<file path="src/rtl/rotation_matrix_gen.sv">
// Iterative CORDIC generator for the 2x2 rotation matrix [cos sin; -sin cos].
// One micro-rotation per cycle; the matrix is held until the consumer accepts it.

`ifndef FLOAT_BITS
`define FLOAT_BITS 32
`endif
`ifndef FLOAT_DCM_BITS
`define FLOAT_DCM_BITS 16
`endif

module rotation_matrix_gen #(
    parameter int ITERS      = 16,
    parameter int GUARD_BITS = 2
) (
    input  logic                   clk,
    input  logic                   rst,
    input  logic                   in_valid,
    output logic                   in_ready,
    input  logic [`FLOAT_BITS-1:0] angle,
    output logic                   out_valid,
    input  logic                   out_ready,
    output logic [`FLOAT_BITS-1:0] a11,
    output logic [`FLOAT_BITS-1:0] a12,
    output logic [`FLOAT_BITS-1:0] a21,
    output logic [`FLOAT_BITS-1:0] a22
);

    localparam int W  = `FLOAT_BITS;
    localparam int F  = `FLOAT_DCM_BITS;
    localparam int W1 = W + 1;
    localparam int IW = W + GUARD_BITS;
    localparam int FG = F + GUARD_BITS;
    localparam int CW = $clog2(ITERS);

    localparam logic signed [W1-1:0] PI_Q      = W1'($rtoi(3.14159265358979 * (2.0 ** F) + 0.5));
    localparam logic signed [W1-1:0] TWO_PI_Q  = W1'($rtoi(6.28318530717959 * (2.0 ** F) + 0.5));
    localparam logic signed [W1-1:0] HALF_PI_Q = W1'($rtoi(1.57079632679490 * (2.0 ** F) + 0.5));
    localparam logic signed [IW-1:0] K_INIT    = IW'($rtoi(0.6072529350088813 * (2.0 ** FG) + 0.5));
    localparam logic signed [W-1:0]  ONE       = W'(1) << F;
    localparam logic signed [IW-1:0] ONE_E     = IW'(ONE);
    localparam logic signed [IW-1:0] HALF_LSB  = IW'(1) << (GUARD_BITS - 1);

    typedef enum logic [1:0] {IDLE, RUN, DONE} state_t;

    state_t                 state;
    logic signed [IW-1:0]   x, y, z;
    logic [CW-1:0]          iter;
    logic                   neg;

    logic [IW-1:0]          atan_rom [2**CW];

    // Arctangent table is fixed at elaboration; index i holds atan(2^-i) in z units.
    for (genvar g = 0; g < 2**CW; g++) begin : g_atan
        localparam logic [IW-1:0] ATAN_V = IW'($rtoi($atan(1.0 / (2.0 ** g)) * (2.0 ** FG) + 0.5));
        assign atan_rom[g] = ATAN_V;
    end

    logic signed [W1-1:0]   ang_ext, ang_red, ang_fold;
    logic                   fold_neg;

    // Wrap into [-PI, PI] once, then fold into the CORDIC convergence range.
    always_comb begin
        ang_ext  = {angle[W-1], angle};
        ang_red  = ang_ext;
        if (ang_ext > PI_Q)
            ang_red = ang_ext - TWO_PI_Q;
        else if (ang_ext < -PI_Q)
            ang_red = ang_ext + TWO_PI_Q;
        ang_fold = ang_red;
        fold_neg = 1'b0;
        if (ang_red > HALF_PI_Q) begin
            ang_fold = ang_red - PI_Q;
            fold_neg = 1'b1;
        end else if (ang_red < -HALF_PI_Q) begin
            ang_fold = ang_red + PI_Q;
            fold_neg = 1'b1;
        end
    end

    logic signed [IW-1:0]   x_sh, y_sh, x_nx, y_nx, z_nx;
    logic signed [IW-1:0]   c_full, s_full, c_rnd, s_rnd;
    logic signed [W-1:0]    c_sat, s_sat;
    logic                   d;

    function automatic logic signed [W-1:0] sat_one(input logic signed [IW-1:0] v);
        if (v > ONE_E)
            return ONE;
        else if (v < -ONE_E)
            return -ONE;
        else
            return v[W-1:0];
    endfunction

    always_comb begin
        d      = ~z[IW-1];
        x_sh   = x >>> iter;
        y_sh   = y >>> iter;
        x_nx   = d ? x - y_sh : x + y_sh;
        y_nx   = d ? y + x_sh : y - x_sh;
        z_nx   = d ? z - atan_rom[iter] : z + atan_rom[iter];
        c_full = neg ? -x_nx : x_nx;
        s_full = neg ? -y_nx : y_nx;
        c_rnd  = (c_full + HALF_LSB) >>> GUARD_BITS;
        s_rnd  = (s_full + HALF_LSB) >>> GUARD_BITS;
        c_sat  = sat_one(c_rnd);
        s_sat  = sat_one(s_rnd);
    end

    always_ff @(posedge clk or posedge rst) begin
        if (rst) begin
            state     <= IDLE;
            in_ready  <= 1'b1;
            out_valid <= 1'b0;
            a11       <= ONE;
            a12       <= '0;
            a21       <= '0;
            a22       <= ONE;
            x         <= '0;
            y         <= '0;
            z         <= '0;
            iter      <= '0;
            neg       <= 1'b0;
        end else begin
            case (state)
                IDLE: begin
                    if (in_valid) begin
                        x        <= K_INIT;
                        y        <= '0;
                        z        <= IW'(ang_fold) <<< GUARD_BITS;
                        neg      <= fold_neg;
                        iter     <= '0;
                        in_ready <= 1'b0;
                        state    <= RUN;
                    end
                end
                RUN: begin
                    x <= x_nx;
                    y <= y_nx;
                    z <= z_nx;
                    // The matrix registers only move on the final micro-rotation.
                    if (iter == CW'(ITERS - 1)) begin
                        a11       <= c_sat;
                        a12       <= s_sat;
                        a21       <= -s_sat;
                        a22       <= c_sat;
                        out_valid <= 1'b1;
                        state     <= DONE;
                    end else begin
                        iter <= iter + 1'b1;
                    end
                end
                DONE: begin
                    if (out_ready) begin
                        out_valid <= 1'b0;
                        in_ready  <= 1'b1;
                        state     <= IDLE;
                    end
                end
                default: begin
                    state     <= IDLE;
                    in_ready  <= 1'b1;
                    out_valid <= 1'b0;
                end
            endcase
        end
    end

endmodule

</file>
<file path="config.mk">
export PLATFORM = sky130hd
export DESIGN_NAME = rotation_matrix_gen
export DESIGN_NICKNAME = d
export VERILOG_FILES = /design/src/rtl/rotation_matrix_gen.sv
export SDC_FILE = /design/constraint.sdc
export NUM_CORES = 1
export LEC_CHECK = 0
export CORE_MARGIN = 2
export CORE_UTILIZATION = 50
export DETAILED_ROUTE_END_ITERATION = 10
export GPL_TIMING_DRIVEN = 0
export HOLD_SLACK_MARGIN = 0.06
export PLACE_DENSITY = 0.69
export RECOVER_POWER = 100
export SKIP_LAST_GASP = 1
export SLEW_MARGIN = 20
export SYNTH_ARGS = -nofsm -noshare
export SYNTH_HDL_FRONTEND = slang
export SYNTH_SLANG_ARGS = --single-unit
</file>
<file path="constraint.sdc">
create_clock -name clk -period 11.1 [get_ports clk]
set_input_delay 2.22 -clock clk [delete_from_list [all_inputs] [get_ports clk]]
set_output_delay 2.22 -clock clk [all_outputs]
set_load 0.01 [all_outputs]
</file>
==> results.py <==
metrics = {
    "outcome": {
        "status": "finished with violations",
        "violations": "capacitance limit, slew limit",
    },
    "grt": {
        "grt_pass1_vias": 26857,
        "grt_first_pass_wirelength_um": 157000,
        "gr-total-overflow": 0,
        "grt_max_degree": 103,
        "antenna_found_initial": 1,
        "grt_use_total": 0.348,
    },
    "layout": {
        "syn_to_final_growth_pct": 13.7,
        "num-nets-final": 3970,
        "finalNonFillerCells": 4535,
        "drive_above_1_share": 0.0976,
        "final_core_util": 0.573,
        "num_antenna_cells": 0,
        "fill_cells": 5319,
    },
    "placement": {
        "gp_congestion": 1.05,
        "numPortBuffers": 154,
        "post-dp-hpwl_um": 80300,
        "dp_slack_ps": -1520,
        "dp.cells": 4478,
    },
    "synthesis": {
        "ys_ff_latch": 206,
        "seq_area_frac_synth": 0.187,
        "synth_nets": 3777,
        "avgSynthCellArea_um2": 7.64,
        "postSynthCellCount": 3618,
        "ys.flop_type": "dfrtp_1",
        "synth_cell_types": 120,
        "netlist_area_um2": 27600,
        "synth_edf_count": 0,
        "synthArstFlopShare": 1.00,
        "yosys_warnings": 0,
    },
    "clocking": {
        "insertion_delay_ps": 610,
        "cts_hold_buf": 0,
        "cts-root-buf": "clkbuf_16",
        "numCtsBuffers": 27,
        "clk_pin_slew_worst_paths_ps": 60,
        "cts_tree": "yes",
        "clock-sinks": 206,
        "htree_levels": 1,
        "clockBufferDepth": 3,
    },
    "worst_setup_path": {
        "crit_type": "reg2reg",
        "r2r_start": "iter[0]",
        "cp-start-kind": "flip-flop",
        "crit_top_cell": "nand2_1",
        "rr_endpoint": "a21[28]",
        "ff2ff_path_depth": 40,
        "max_stage_delay_ps": 550,
        "cp_top_family": "simple AND/OR/NAND/NOR gates",
        "cp.arrival_ps": 11120,
        "crit_buf_inv": 7,
        "worst-path-max-fanout": 19,
        "end_kind": "flip-flop",
        "worstPathRequired_ps": 11540,
        "reg2reg_slack_ps": 420,
        "slowest_stage": "mux4_2",
    },
    "detailed_routing": {
        "dr_total_vias": 29547,
        "drt-initial-drc-count": 3281,
        "drc": 0,
        "dr_wl_met3_um": 8680,
        "highest_layer": "met4",
        "ant_nets": 0,
        "wl_met2_um": 45000,
        "first_pass_iters": 7,
        "routed_wl_um": 102000,
        "vias_per_cell": 6.52,
        "wl_met1_um": 43600,
        "wire_per_inst_um": 22.6,
    },
    "sta": {
        "relSlewSlack": -2.83,
        "tightest_slew_ps": 5740,
        "finalHoldViolations": 0,
        "skew_ps": 39.3,
        "period_needed_ps": 10680,
        "drv_slew": 185,
        "fmax_mhz": 93.6,
        "fin_crit_sh": 0.963,
        "setup_tns_ps": 0,
        "worst_slack_ps": 416,
        "setup_violations": 0,
    },
    "floorplanning": {
        "die_h_um": 239,
        "initial_core_util": 0.504,
        "io_pins": 166,
        "die_width_um": 239,
        "core-area_um2": 54900,
        "row_count": 86,
        "die_area_um2": 57200,
    },
    "worst_hold_path": {
        "min-delay-path-class": "reg2reg",
        "hold_end": "a12[12]",
        "hp-start": "a12[12]",
        "whs_path_depth": 2,
    },
    "flow_run": {
        "cap_violations": 2,
    },
}
## cell type report
class	count	area (µm²)	share of cell area
inverter	87	328	0.0104
multi-input combinational	3080	21400	0.682
clock buffer	39	791	0.0252
clock inverter	10	81.3	0.00259
sequential	206	5160	0.164
tap	704	881	0.0280
timing repair buffer	169	1640	0.0523
buffer	240	1130	0.0359
## registers in the layout, indices dropped and copies added (netlist names)
name and cells:
a12 32, neg 1, in_ready 1, y 34
a22 32, z 34, out_valid 1, iter 4
x 34, state 2, a21 31
## how the worst max path moves through the flow
stage	startpoint	slack [ps]	cells past startpoint	to
finish	iter[0]	420	40	a21[28]
global route	iter[0]	-120	39	a21[29]
CTS	iter[0]	5	38	a22[17]
detailed placement	iter[2]	-1520	39	a21[28]
global placement	iter[2]	-1650	39	a21[28]
floorplan	iter[0]	1210	44	a21[28]
## metal layers
layer	vias to the layer above	GRT usage
met5	-	0
met3	247	0.0562
li1	13818	-
met4	0	0.155
met2	1256	0.536
met1	14226	0.480
## cell usage after synthesis, types with 27 or more instances
| library cell | instances | area (µm²) |
|---|---|---|
| a211oi_1 | 39 | 293 |
| a21o_1 | 48 | 360 |
| a21oi_1 | 243 | 1220 |
| a31oi_1 | 64 | 400 |
| and2_1 | 45 | 282 |
| and3_1 | 65 | 407 |
| buf_1 | 29 | 109 |
| buf_4 | 39 | 293 |
| clkbuf_1 | 149 | 559 |
| dfrtp_1 | 204 | 5100 |
| ha_1 | 120 | 1500 |
| inv_1 | 85 | 319 |
| mux2_2 | 30 | 338 |
| mux2i_1 | 63 | 631 |
| mux4_2 | 55 | 1240 |
| nand2_1 | 412 | 1550 |
| nand2b_1 | 37 | 231 |
| nand3_1 | 146 | 731 |
| nand4_1 | 41 | 257 |
| nor2_1 | 284 | 1070 |
| nor2b_1 | 29 | 181 |
| nor3_1 | 118 | 591 |
| nor4_1 | 37 | 231 |
| o211ai_1 | 33 | 248 |
| o21a_1 | 31 | 233 |
| o21ai_0 | 253 | 1270 |
| o31ai_1 | 67 | 503 |
| or2_2 | 27 | 169 |
| or3_1 | 38 | 238 |
| xnor2_1 | 236 | 2070 |
| xor2_1 | 108 | 946 |
## cell families (layout without fill, tap and decap cells)
logic type / count (synthesis) / count (layout) / synth area share
AO/OA/AOI/OAI: 1075 / 1075 / 0.262
XOR/XNOR: 352 / 352 / 0.114
adder cells (fa/ha/maj): 123 / 123 / 0.0565
buffers and inverters: 332 / 545 / 0.0521
flip-flops: 206 / 206 / 0.187
multiplexers: 148 / 148 / 0.0798
AND/OR/NAND/NOR: 1382 / 1382 / 0.249
## cell usage in the layout (no fill, tap or decap), types with 38 or more instances in the layout
cell type        n
inv_1           84
xor2_1         106
nand2_1        411
xnor2_1        225
o31ai_1         67
nor3_1         115
mux4_2          55
or3_1           38
buf_4           54
dlygate4sd3_1  133
clkbuf_1       152
ha_1           119
dfrtp_1        204
nor2_1         281
and2_1          40
a21o_1          48
a21oi_1        242
and3_1          65
nand4_1         41
a31oi_1         65
o21ai_0        253
nand3_1        145
mux2i_1         61
## stage by stage
step                      hold slack, ps  cell area (µm²)
after floorplan                      462            27600
after global placement               454            30100
after detailed placement             470            30100
after CTS                            484            31200
after global routing                 495            31400
final                                472            31400
## tightest hold or removal path, cell delays in order, from the launching register on
cell,delay (ps)
dfrtp_1,330
nand2_1,50
o21ai_0,60
## repair_timing
action	CTS	global route
endpoints found under the hold margin	0	0
pin swaps	3	6
buffers inserted	3	10
endpoints found under the setup margin	22	48
gates cloned	0	0
gates resized for setup	31	61
Power is not shown: default switching activity piles up to over one toggle a cycle in this logic, so the estimate is an artifact.
